--- config.mk ---
export PLATFORM = sky130hd
export DESIGN_NAME = ex_mem_stage
export DESIGN_NICKNAME = d
export VERILOG_FILES = /design/src/rtl/ex_mem_stage_pkg.sv /design/src/rtl/ex_mem_stage_ccr_unit.sv /design/src/rtl/ex_mem_stage.sv
export SDC_FILE = /design/constraint.sdc
export NUM_CORES = 1
export LEC_CHECK = 0
export ABC_AREA = 0
export ABC_CLOCK_PERIOD_IN_PS = 2200
export CAP_MARGIN = 20
export CORE_MARGIN = 4
export CORE_UTILIZATION = 40
export CTS_CLUSTER_DIAMETER = 120
export DETAILED_ROUTE_END_ITERATION = 8
export HOLD_SLACK_MARGIN = 0.05
export PLACE_DENSITY_LB_ADDON = 0.12
export SLEW_MARGIN = 5
export SYNTH_ARGS = -nofsm -noshare
export SYNTH_HDL_FRONTEND = slang
export SYNTH_HIERARCHICAL = 1
export SYNTH_SLANG_ARGS = --single-unit
export TNS_END_PERCENT = 30
--- constraint.sdc ---
create_clock -name clk -period 2.2 [get_ports clk]
set_input_delay 0.44 -clock clk [delete_from_list [all_inputs] [get_ports clk]]
set_output_delay 0.44 -clock clk [all_outputs]
set_load 0.01 [all_outputs]
--- src/rtl/ex_mem_stage_pkg.sv ---
// ex_mem_stage_pkg
// Shared definitions for the EX/MEM pipeline stage:
//   - default datapath and register-address widths
//   - ALU operation encodings
//   - condition-code bit positions inside the 3-bit CCR {C,N,Z}
//   - helper that builds the CCR value written by a flag-updating ALU op
package ex_mem_stage_pkg;

  localparam int N_DEFAULT  = 16;
  localparam int RW_DEFAULT = 3;

  typedef enum logic [1:0] {
    ALU_ADD  = 2'd0,
    ALU_NOT  = 2'd1,
    ALU_PASS = 2'd2,
    ALU_NOP  = 2'd3
  } alu_op_e;

  localparam int CCR_C = 2;
  localparam int CCR_N = 1;
  localparam int CCR_Z = 0;

  // CCR produced by a flag-updating op; PASS never produces a carry and
  // setc/clrc override only the carry (setc has priority).
  function automatic logic [2:0] alu_ccr(input alu_op_e op,
                                         input logic    carry,
                                         input logic    neg,
                                         input logic    zero,
                                         input logic    setc,
                                         input logic    clrc);
    logic [2:0] res;
    res        = 3'b000;
    res[CCR_Z] = zero;
    res[CCR_N] = neg;
    res[CCR_C] = (op == ALU_PASS) ? 1'b0 : carry;
    if (setc) begin
      res[CCR_C] = 1'b1;
    end else if (clrc) begin
      res[CCR_C] = 1'b0;
    end else begin
      res[CCR_C] = res[CCR_C];
    end
    return res;
  endfunction

endpackage

--- src/rtl/ex_mem_stage_ccr_unit.sv ---
// ccr_unit
// Condition-code register with interrupt shadow copy.
// Ports:
//   clk, rst                        clock, synchronous active-high reset
//   load                            pipeline register is loading this cycle
//   in_valid, alu_op                instruction qualifiers from EX
//   carry_in, neg_in, zero_in       ALU flags
//   setc, clrc                      explicit carry set / clear
//   flag_save, flag_restore         interrupt entry / RTI
//   ccr, ccr_shadow                 registered {C,N,Z} and its saved copy
module ccr_unit
  import ex_mem_stage_pkg::*;
(
  input  logic       clk,
  input  logic       rst,
  input  logic       load,
  input  logic       in_valid,
  input  logic [1:0] alu_op,
  input  logic       carry_in,
  input  logic       neg_in,
  input  logic       zero_in,
  input  logic       setc,
  input  logic       clrc,
  input  logic       flag_save,
  input  logic       flag_restore,
  output logic [2:0] ccr,
  output logic [2:0] ccr_shadow
);

  logic [2:0] ccr_r;
  logic [2:0] shadow_r;
  logic [2:0] ccr_next_s;
  logic       live_s;

  // Only a real instruction that actually enters MEM may touch the flags.
  assign live_s = load & in_valid;

  // Next CCR from the instruction: full update for flag ops, carry-only
  // update for setc/clrc riding on a NOP, otherwise hold.
  always_comb begin
    ccr_next_s = ccr_r;
    if (live_s && (alu_op != ALU_NOP)) begin
      ccr_next_s = alu_ccr(alu_op_e'(alu_op), carry_in, neg_in, zero_in, setc, clrc);
    end else if (live_s && (setc || clrc)) begin
      ccr_next_s[CCR_C] = setc;
    end else begin
      ccr_next_s = ccr_r;
    end
  end

  // CCR and shadow registers; restore beats any instruction update and
  // suppresses a simultaneous save.
  always_ff @(posedge clk) begin
    if (rst) begin
      ccr_r    <= 3'b000;
      shadow_r <= 3'b000;
    end else begin
      if (flag_restore) begin
        ccr_r <= shadow_r;
      end else begin
        ccr_r <= ccr_next_s;
      end
      if (flag_save && !flag_restore) begin
        shadow_r <= ccr_r;
      end else begin
        shadow_r <= shadow_r;
      end
    end
  end

  assign ccr        = ccr_r;
  assign ccr_shadow = shadow_r;

endmodule

--- src/rtl/ex_mem_stage.sv ---
// ex_mem_stage
// EX/MEM pipeline register with condition-code handling.
// Ports:
//   clk, rst                 clock, synchronous active-high reset
//   stall, flush             hold / bubble-insert controls (flush wins)
//   in_valid, alu_out, flags, alu_op, ex_* fields    EX-side inputs
//   flag_save, flag_restore, setc, clrc               CCR controls
//   mem_valid, mem_*         registered MEM-side outputs (1-cycle latency)
//   ccr, ccr_shadow          condition codes {C,N,Z} and saved copy
//   fwd_data                 forwarding copy of mem_alu_out
module ex_mem_stage
  import ex_mem_stage_pkg::*;
#(
  parameter int N  = N_DEFAULT,
  parameter int RW = RW_DEFAULT
) (
  input  logic          clk,
  input  logic          rst,
  input  logic          stall,
  input  logic          flush,
  input  logic          in_valid,
  input  logic [N-1:0]  alu_out,
  input  logic          carry_in,
  input  logic          zero_in,
  input  logic          neg_in,
  input  logic [1:0]    alu_op,
  input  logic [RW-1:0] ex_rdst,
  input  logic          ex_wb_en,
  input  logic          ex_mem_rd,
  input  logic          ex_mem_wr,
  input  logic [N-1:0]  ex_store_data,
  input  logic          flag_save,
  input  logic          flag_restore,
  input  logic          setc,
  input  logic          clrc,
  output logic          mem_valid,
  output logic [N-1:0]  mem_alu_out,
  output logic [N-1:0]  mem_store_data,
  output logic [RW-1:0] mem_rdst,
  output logic          mem_wb_en,
  output logic          mem_mem_rd,
  output logic          mem_mem_wr,
  output logic [2:0]    ccr,
  output logic [2:0]    ccr_shadow,
  output logic [N-1:0]  fwd_data
);

  logic load_s;

  assign load_s = ~flush & ~stall;

  // Pipeline register: rst > flush > stall > load. Control bits of a
  // bubble are forced low so MEM/WB never act on it.
  always_ff @(posedge clk) begin
    if (rst || flush) begin
      mem_valid      <= 1'b0;
      mem_alu_out    <= {N{1'b0}};
      mem_store_data <= {N{1'b0}};
      mem_rdst       <= {RW{1'b0}};
      mem_wb_en      <= 1'b0;
      mem_mem_rd     <= 1'b0;
      mem_mem_wr     <= 1'b0;
    end else if (stall) begin
      mem_valid      <= mem_valid;
      mem_alu_out    <= mem_alu_out;
      mem_store_data <= mem_store_data;
      mem_rdst       <= mem_rdst;
      mem_wb_en      <= mem_wb_en;
      mem_mem_rd     <= mem_mem_rd;
      mem_mem_wr     <= mem_mem_wr;
    end else begin
      mem_valid      <= in_valid;
      mem_alu_out    <= alu_out;
      mem_store_data <= ex_store_data;
      mem_rdst       <= ex_rdst;
      mem_wb_en      <= ex_wb_en & in_valid;
      mem_mem_rd     <= ex_mem_rd & in_valid;
      mem_mem_wr     <= ex_mem_wr & in_valid;
    end
  end

  ccr_unit u_ccr (
    .clk          (clk),
    .rst          (rst),
    .load         (load_s),
    .in_valid     (in_valid),
    .alu_op       (alu_op),
    .carry_in     (carry_in),
    .neg_in       (neg_in),
    .zero_in      (zero_in),
    .setc         (setc),
    .clrc         (clrc),
    .flag_save    (flag_save),
    .flag_restore (flag_restore),
    .ccr          (ccr),
    .ccr_shadow   (ccr_shadow)
  );

  assign fwd_data = mem_alu_out;

endmodule

* Yosys cells after proc, flatten, opt, wreduce, memory -nomap -nowiden
Cells that the tools add are included.
Word-level totals: register bits after elaboration 45, input port bits 52, output and inout port bits 61, word-level logic and storage cells 33
Cells by class: equal/unequal tests 2, multiplexer cells 6, bitwise gates (word level) 7, reduce and logical (&&, ||, !) cells 8
Operators by type and width (count):
- $mux 3 | 2
- $and 1x1->1 | 5
- $mux 1 | 4
- $logic_and 1x1->1 | 3
- $reduce_bool 3->1 | 1
- $eq 2x2->1 const B | 1
- $logic_or 1x1->1 | 2
- $ne 2x2->1 const B | 1
- $not 1->1 | 2
- $reduce_bool 2->1 | 1
- $logic_not 1->1 | 1

* Depth between registers and ports, before layout
Gate-level depths: netlist of the first run.
depth after elaboration 7, depth in mapped cells 6, gate-level depth less buffers 4

* Hierarchy
The synthesis of the first run kept the hierarchy.
Modules (own cells, without submodules):
- ex_mem_stage | times used 1, cells an instance 147, area an instance 1522.7 um2
- ccr_unit | times used 1, cells an instance 33, area an instance 324.1 um2

* Worst setup path after synthesis of the first run
Ideal clock, no wire load.
path type input-to-reg, start in stall, end reg u_ccr.ccr_r[0] (netlist: u_ccr/ccr[0]), arrival 1.422 ns, required time 2.066 ns, path slack 0.644 ns, stages 6, buffers on the path 2, cells stage by stage buf_4 -> buf_2 -> nor2_1 -> nand2_1 -> nor4b_1 -> a2111oi_2
Between the ends: longest elaborated chain between the ends 5
Ends and longest elaborated chain:
- start: declaration | line ex_mem_stage.sv:19 | input logic stall,
- $not 1->1 | line ex_mem_stage.sv:50 | assign load_s = ~flush & ~stall;
- $and 1x1->1 | line ex_mem_stage.sv:50
- via load_s | line ex_mem_stage.sv:48 | logic load_s;
- $and 1x1->1 | line ex_mem_stage_ccr_unit.sv:36 | assign live_s = load & in_valid;
- $logic_and 1x1->1 | line ex_mem_stage_ccr_unit.sv:42 | if (live_s && (alu_op != ALU_NOP)) begin
- $reduce_bool 2->1 (no source line)
- end signal: assignment | line ex_mem_stage_ccr_unit.sv:59 | ccr_r <= shadow_r;
- end signal: assignment | line ex_mem_stage_ccr_unit.sv:61 | ccr_r <= ccr_next_s;
- end: declaration | line ex_mem_stage_ccr_unit.sv:30 | logic [2:0] ccr_r;
The timed path passes the listed nets, and every way through them passes these cells. A chain may end at the register's enable or synchronous reset.

* Worst setup path after layout of the first run
start reg mem_alu_out[8] (netlist: fwd_data[8]), end out fwd_data[8]
RTL lines:
- start: declaration | line ex_mem_stage.sv:37 | output logic [N-1:0] mem_alu_out,
- start signal: assignment | line ex_mem_stage.sv:57 | mem_alu_out <= {N{1'b0}};
- start signal: assignment | line ex_mem_stage.sv:65 | mem_alu_out <= mem_alu_out;
- start signal: assignment | line ex_mem_stage.sv:73 | mem_alu_out <= alu_out;
- end: declaration | line ex_mem_stage.sv:45 | output logic [N-1:0] fwd_data
No word-level cell between the ends.

==> metrics.cfg, run 1 <==
[finish]
utilization_pct = 66.5
drive_above_1_share_pct = 5.78
layout.nets = 328
n_antenna_cell = 0
area_growth_pct = 59.0

[sta]
slew_headroom_pct = 67.8
min_period_over_period_pct = 75.8
fin_worst_skew_ps = 0.429
hold_viol_final = 0
fmax_ghz = 0.600
rsz0062_at_grt = no
setup_viol = 0
worstMarginPinSlew_ps = 484
fin_tns_setup_ps = 0
maxSlewViolCount = 0
layout_min_cycle_time_ps = 1670

[floorplanning]
dieArea_um2 = 5770
core-area_um2 = 4410
die_y_um = 75.9
start_util_pct = 41.8
dieWidth_um = 75.9
row_count = 24
io_pins = 113

[worst_setup_path]
reg2reg_to = u_ccr/ccr[2]
crit_path_max_fanout = 3
r2r-start = u_ccr/ccr[2]
crit_type = register to primary output
start_kind = register
crit_chain = clkdlybuf4s50_1
critical_path.slowest_cell = clkdlybuf4s50_1
worst-path-buf-inv = 1
worstPathArrival_ps = 1230
crit_cells = 1
r2r_slack_ps = 1330
crit_required_ps = 1760
crit_family = buffers and inverters
critPathMaxStageDelay_ps = 560
crit_end = fwd_data[8]
reg2reg_depth = 3
cp-end-kind = primary output
critical_path.startpoint = fwd_data[8]

[synth]
yosys-top-cells-count = dfxtp_1 (45), nor2_1 (41), mux2i_1 (40), buf_4 (20), nand2_1 (6)
ys_top_cells_by_area = dfxtp_1 (49%), mux2i_1 (22%), nor2_1 (8.3%)
synthArstFlopShare_pct = 0
syn_area_um2 = 1850
yosys.area.top_type_share_pct = 48.8
netlist_instances = 180
seq_area_frac_synth_pct = 48.8
synth.most_common_cell = dfxtp_1
synth_cell_types = 21
yosysWarnings = 6
synth_top_area_cell = dfxtp_1
ys_ff_latch = 45
avgSynthCellArea_um2 = 10.3
syn-num-nets = 232
synth_flop_cell = dfxtp_1
synth-edff-count = 0

[hold_path]
worstHoldPathCells = 2
hp-class = register to register

[clock_tree]
clk_pin_slew_ps = 80
clockBufferDepth = 2
clock_latency_ps = 280
root_buffer = clkbuf_8
htree_levels = 2
cts_tree = yes
cts_setup_buffers = 0
cts_sinks = 45
cts_hold_buf = 0
numCtsBuffers = 5
cts.repair.resized = 0

[place]
io_buffers = 112
gp_congestion = 0.757
dpl.hpwl_um = 3320

[detailed_routing]
post_drt_via_cell_ratio = 4.70
drc = 0
wl_um = 4430
antenna_left = 0
vias = 1545
drtIter0Drc = 68
dr.pass1.iters = 4
wl_per_cell_um = 13.4

[pwr]
finalPower_uw = 1630
irDropWorstVdd_v = 0.000421
power_density_nw_per_um2 = 554
p_leak_uw = 0.00116

[global_routing]
grt_antenna_before_repair = 0
track_usage_pct = 15.4
grt_max_degree = 40
grt_pass1_vias = 1548
grt_pass1_wl_um = 7420
gr-total-overflow = 0

[outcome]
status = finished clean

[run]
maxCapViolations = 0

## final cells by class
cell class | instances | area (um2)
timing repair buffer | 115 | 1140
clock inverter | 2 | 10.0
sequential | 45 | 901
clock buffer | 6 | 72.6
multi-input combinational | 107 | 742
inverter | 2 | 7.51
fill | 370 | 1480
tap | 52 | 65.1
## metrics by stage
stage / worst slack (ps) / area, um2 / instances / hold slack (ps)
after detailed placement: 418 / 2850 / 321 / 455
final: 533 / 2940 / 329 / 465
after global placement: 455 / 2850 / 321 / 439
after floorplan: 644 / 1850 / 180 / 474
after CTS: 519 / 2940 / 329 / 466
after global routing: 472 / 2940 / 329 / 485
## cells by family (layout without fill, tap and decap cells)
logic type,Yosys count,count (layout),synth area share [%]
buf+inv,28,125,11.0
compound gates,11,11,4.88
simple gates,56,56,13.6
mux,40,40,21.7
flops,45,45,48.8
## layout by cell type (no fill, tap or decap), types with 2 or more instances in the layout
cell and instances:
a311oi_1 2, clkdlybuf4s50_1 111, a2111oi_2 2, nand2_1 6, buf_4 3, dfxtp_1 45, nor2_1 41, nand3b_1 3
clkbuf_8 5, inv_1 2, mux2i_1 40, nor4b_1 2, a21oi_1 4, clkinv_2 2
## routing by layer
metal | vias to the layer above | part of all wire [%] | global-route usage [%]
met5 | - | 0 | 0
met1 | 688 | 45 | 19.8
met2 | 68 | 43 | 23.1
met4 | 0 | 1.0 | 4.80
li1 | 784 | - | -
met3 | 5 | 11 | 6.64
## sequential cells by signal (all words and copies together), names as in the netlist
signal / cells
mem_valid: 1
fwd_data: 16
mem_mem_wr: 1
mem_store_data: 16
u_ccr/ccr: 3
u_ccr/ccr_shadow: 3
mem_wb_en: 1
mem_mem_rd: 1
mem_rdst: 3
## power by group
part / internal (uW) / switching [uW] / total [uW] / leakage (uW)
Sequential: 840 / 15.9 / 856 / 0.000367
Combinational: 184 / 106 / 291 / 0.000752
Clock: 220 / 259 / 479 / 0.0000450
Total: 1240 / 381 / 1630 / 0.00116
## worst min-delay path by stage
| stage | from | endpoint |
|---|---|---|
| 6_report | mem_mem_wr | mem_mem_wr |
| 4_1_cts | mem_mem_wr | mem_mem_wr |
| 2_1_floorplan | mem_mem_wr | mem_mem_wr |
| 3_3_place_gp | mem_mem_wr | mem_mem_wr |
| 3_5_place_dp | mem_mem_wr | mem_mem_wr |
| 5_1_grt | mem_mem_wr | mem_mem_wr |
Note: power is estimated with default switching activity, not from simulation.
==> run 2, diff against run 1 <==
--- a/config.mk
+++ b/config.mk
@@ -6,10 +6,10 @@
 export NUM_CORES = 1
 export LEC_CHECK = 0
 export ABC_AREA = 0
-export ABC_CLOCK_PERIOD_IN_PS = 2200
+export ABC_CLOCK_PERIOD_IN_PS = 1660
 export CAP_MARGIN = 20
 export CORE_MARGIN = 4
-export CORE_UTILIZATION = 40
+export CORE_UTILIZATION = 37
 export CTS_CLUSTER_DIAMETER = 120
 export DETAILED_ROUTE_END_ITERATION = 8
 export HOLD_SLACK_MARGIN = 0.05
==> constraint.sdc (replaced) <==
create_clock -name clk -period 1.66 [get_ports clk]
set_input_delay 0.332 -clock clk [delete_from_list [all_inputs] [get_ports clk]]
set_output_delay 0.332 -clock clk [all_outputs]
set_load 0.01 [all_outputs]
==> run 2 against run 1 <==
Against the previous run: die area is 7.3% higher; sequential cell count stayed put; sequential share of layout area is 0.43 points lower; clock skew hardly changed; first-iteration DRC count is 7.4% lower; critical endpoint is now ccr[2].
==> metrics.cfg, run 2 (synthesized netlist as in run 1, its figures left out) <==
[sta]
slew_headroom_pct = 68.4
fin_worst_skew_ps = 0.258
maxSlewViolCount = 0
hold_viol_final = 0
layout_min_cycle_time_ps = 1580
fmax_ghz = 0.632
fin_tns_setup_ps = 0
setup_viol = 0
rsz0062_at_grt = no
min_period_over_period_pct = 95.4
worstMarginPinSlew_ps = 473

[floorplanning]
io_pins = 113
dieWidth_um = 78.7
die_y_um = 78.7
dieArea_um2 = 6190
core-area_um2 = 4790
start_util_pct = 38.6
row_count = 25

[global_routing]
grtUsageMet1_pct = 17.2
grt_use_met3_pct = 7.91
grt_antenna_before_repair = 1
grt.met2_usage_pct = 25.6
track_usage_pct = 15.6
grt_max_degree = 40
busiest_layer = met2
grt_pass1_vias = 1564
grt_pass1_wl_um = 7610
gr-total-overflow = 0

[finish]
drive_above_1_share_pct = 6.79
final_common_cell = clkdlybuf4s50_1
n_antenna_cell = 0
layout.nets = 331
final_cell_mix = clkdlybuf4s50_1 (111), dfxtp_1 (45), nor2_1 (41)
area_growth_pct = 61.2

[clock_tree]
numCtsBuffers = 5
cts_tree = yes
htree_levels = 2
clk_pin_slew_ps = 80
cts_setup_buffers = 0
cts_sinks = 45
clockBufferDepth = 2
cts.repair.resized = 0
cts_hold_buf = 0
clock_latency_ps = 290
root_buffer = clkbuf_8

[worst_setup_path]
crit_path_max_fanout = 4
worstPathArrival_ps = 1250
crit_end = ccr[2]
crit_family = buffers and inverters
crit_required_ps = 1330
critPathMaxStageDelay_ps = 560
crit_chain = clkdlybuf4s50_1
reg2reg_to = u_ccr/ccr[2]
start_kind = register
reg2reg_depth = 3
crit_type = register to primary output
worst-path-buf-inv = 1
r2r_slack_ps = 770
crit_cells = 1
cp-end-kind = primary output
r2r-start = u_ccr/ccr[2]
critical_path.startpoint = u_ccr/ccr[2]
critical_path.slowest_cell = clkdlybuf4s50_1

[place]
io_buffers = 112
dpl.hpwl_um = 3510
gp_congestion = 0.781

[detailed_routing]
antenna_left = 0
wl_um = 4720
drc = 0
drtIter0Drc = 63
dr.pass1.iters = 3
wl_per_cell_um = 13.6
post_drt_via_cell_ratio = 4.44
vias = 1540

[run]
maxCapViolations = 0

[pwr]
p_leak_uw = 0.00118
power_density_nw_per_um2 = 730
finalPower_uw = 2170
irDropWorstVdd_v = 0.000591

[hold_path]
hp-class = register to register
hold_start = mem_mem_wr

[outcome]
status = finished clean

-- run 2: changes by cell type in the layout (fill, tap and decap cells not counted), sizes merged --
cell	previous run	this run
buf	4	7
-- run 2: where the power goes --
part	leakage, uW	switching (uW)	internal [uW]
clock network	0.0000450	355	292
logic	0.000767	142	248
registers	0.000367	22.6	1110
total	0.00118	520	1650
-- run 2: metal layers --
| metal | vias to the layer above | wire (um) |
|---|---|---|
| met5 | - | 20 |
| met4 | 2 | 70 |
| met3 | 7 | 483 |
| met2 | 55 | 2250 |
| met1 | 695 | 1890 |
| li1 | 781 | - |
-- run 2: final cells by class --
| type | count | area, um2 |
|---|---|---|
| Tap cell | 67 | 83.8 |
| Timing Repair Buffer | 118 | 1160 |
| Clock inverter | 2 | 10.0 |
| Inverter | 2 | 7.51 |
| Sequential cell | 45 | 901 |
| Multi-Input combinational cell | 107 | 742 |
| Clock buffer | 6 | 72.6 |
| Fill cell | 419 | 1810 |
-- run 2: per-stage QoR --
step                instance area [um2]  cells  hold slack (ps)  worst slack, ps  utilization (%)
global route                       2980    347              493             9.16             62.2
floorplan                          1850    180              404              212                -
global placement                   2900    339              439             60.3             60.5
finish                             2980    347              466             76.6             62.2
CTS                                2980    347              469             67.6             62.2
detailed placement                 2900    339              455             16.6             60.5
-- run 2: how the worst min path moves through the flow --
stage | endpoint | slack, ps | cells past startpoint
CTS | mem_mem_rd | 470 | 2
detailed placement | mem_mem_rd | 450 | 2
floorplan | u_ccr/ccr_shadow[0] | 400 | 1
finish | mem_mem_wr | 470 | 2
global route | mem_wb_en | 490 | 2
global placement | mem_mem_wr | 440 | 2
==> run 3, diff against run 2 <==
--- a/config.mk
+++ b/config.mk
@@ -6,7 +6,7 @@
 export NUM_CORES = 1
 export LEC_CHECK = 0
 export ABC_AREA = 0
-export ABC_CLOCK_PERIOD_IN_PS = 1660
+export ABC_CLOCK_PERIOD_IN_PS = 1700
 export CAP_MARGIN = 20
 export CORE_MARGIN = 4
 export CORE_UTILIZATION = 37
==> constraint.sdc (replaced) <==
create_clock -name clk -period 1.7 [get_ports clk]
set_input_delay 0.34 -clock clk [delete_from_list [all_inputs] [get_ports clk]]
set_output_delay 0.34 -clock clk [all_outputs]
set_load 0.01 [all_outputs]
==> run 3 against run 2 <==
Against the previous run: wire length fell by 3.0%; hold slack better by 4.5 ps; sequential share of layout area fell by 0.051 points; global-route usage down 0.76 points; sequential cell count is the same; die area is the same; worst setup slack improved by 44 ps; final area up 0.17%; final cell count shrank 0.58%; critical endpoint unchanged; first-iteration DRC count is 19% lower.
==> metrics.cfg, run 3 (synthesized netlist as in run 1, its figures left out) <==
[worst_setup_path]
r2r-start = u_ccr/ccr[2]
start_kind = register
crit_required_ps = 1360
crit_type = register to primary output
crit_path_max_fanout = 4
reg2reg_depth = 3
critical_path.slowest_cell = clkdlybuf4s50_1
crit_chain = clkdlybuf4s50_1
worst-path-buf-inv = 1
r2r_slack_ps = 840
reg2reg_to = u_ccr/ccr[2]
critical_path.startpoint = u_ccr/ccr[2]
critPathMaxStageDelay_ps = 560
crit_family = buffers and inverters
cp-end-kind = primary output
worstPathArrival_ps = 1240

[sta]
fin_tns_setup_ps = 0
worstMarginPinSlew_ps = 456
maxSlewViolCount = 0
fmax_ghz = 0.633
slew_headroom_pct = 69.5
setup_slack_ps = 121
min_period_over_period_pct = 92.9
setup_viol = 0
hold_viol_final = 0
layout_min_cycle_time_ps = 1580
fin_worst_skew_ps = 4.06
rsz0062_at_grt = no

[floorplanning]
io_pins = 113
dieArea_um2 = 6190
core-area_um2 = 4790
dieWidth_um = 78.7
row_count = 25
die_y_um = 78.7
start_util_pct = 38.6

[clock_tree]
cts_hold_buf = 0
cts_sinks = 45
cts_tree = yes
root_buffer = clkbuf_8
clk_pin_slew_ps = 90
cts.repair.resized = 0
cts_setup_buffers = 0
htree_levels = 2
numCtsBuffers = 5
clockBufferDepth = 2
clock_latency_ps = 300

[hold_path]
min_to = mem_wb_en
hp-class = register to register
worstHoldPathCells = 2
hold_start = mem_wb_en

[global_routing]
track_usage_pct = 14.9
grt_pass1_vias = 1567
grt_max_degree = 43
busiest_layer = met2
grt_use_met3_pct = 6.77
grtUsageMet1_pct = 17.8
grt_pass1_wl_um = 7300
grt_antenna_before_repair = 1
gr-total-overflow = 0
grt.met2_usage_pct = 22.9

[place]
dpl.hpwl_um = 3370
dp_slack_ps = 38.3
io_buffers = 112
gp_congestion = 0.778

[detailed_routing]
drtIter0Drc = 51
antenna_left = 0
dr.pass1.iters = 4
wl_um = 4580
wl_per_cell_um = 13.3
drc = 0
post_drt_via_cell_ratio = 4.52
vias = 1561

[finish]
n_antenna_cell = 0
layout.nets = 329
area_growth_pct = 61.5
final_cell_mix = clkdlybuf4s50_1 (111), dfxtp_1 (45), nor2_1 (41)
final_common_cell = clkdlybuf4s50_1
drive_above_1_share_pct = 6.47

[outcome]
status = finished clean

[pwr]
irDropWorstVdd_v = 0.000497
power_density_nw_per_um2 = 723
p_leak_uw = 0.00117

[run]
maxCapViolations = 0

-- run 3: worst min-delay path, stage by stage (launching register included) --
cell	delay, ps
dfxtp_1	320
nand2_1	60
a21oi_1	50
-- run 3: area by class of cell --
cell class	instances	area, um2
Clock buffer	5	68.8
Clock inverter	3	21.3
Fill cell	430	1800
Inverter	2	7.51
Multi-Input combinational cell	107	742
Sequential cell	45	901
Tap cell	67	83.8
Timing Repair Buffer	116	1160
-- run 3: through the flow --
step                cells  power (uW)  util, %  hold WS (ps)  area (um2)
global placement      337        1520     60.4           441        2890
CTS                   345        2190     62.3           471        2980
floorplan             180        1300        -           412        1850
detailed placement    337        1520     60.4           460        2890
global route          345        2260     62.3           508        2980
finish                345        2160     62.3           470        2980
-- run 3: power breakdown --
| part | internal (uW) | switching [uW] | total (uW) | leakage [uW] |
|---|---|---|---|---|
| clock | 292 | 375 | 667 | 0.0000445 |
| combinational | 243 | 139 | 382 | 0.000762 |
| sequential | 1090 | 20.9 | 1110 | 0.000367 |
| total | 1620 | 535 | 2160 | 0.00117 |
-- run 3: worst max-delay path by stage --
stage | end | slack (ps) | cells past startpoint
2_1_floorplan | u_ccr/ccr[0] | 240 | 6
3_3_place_gp | u_ccr/ccr[0] | 90 | 5
3_5_place_dp | u_ccr/ccr[0] | 40 | 3
4_1_cts | ccr[2] | 110 | 1
5_1_grt | ccr_shadow[0] | 70 | 1
6_report | ccr[2] | 120 | 1
-- run 3: layer usage --
layer  share of wire, %  up-vias
met5               0.15        -
met4                1.8        2
met3                9.9       10
met2                 46       57
met1                 42      712
li1                   -      780
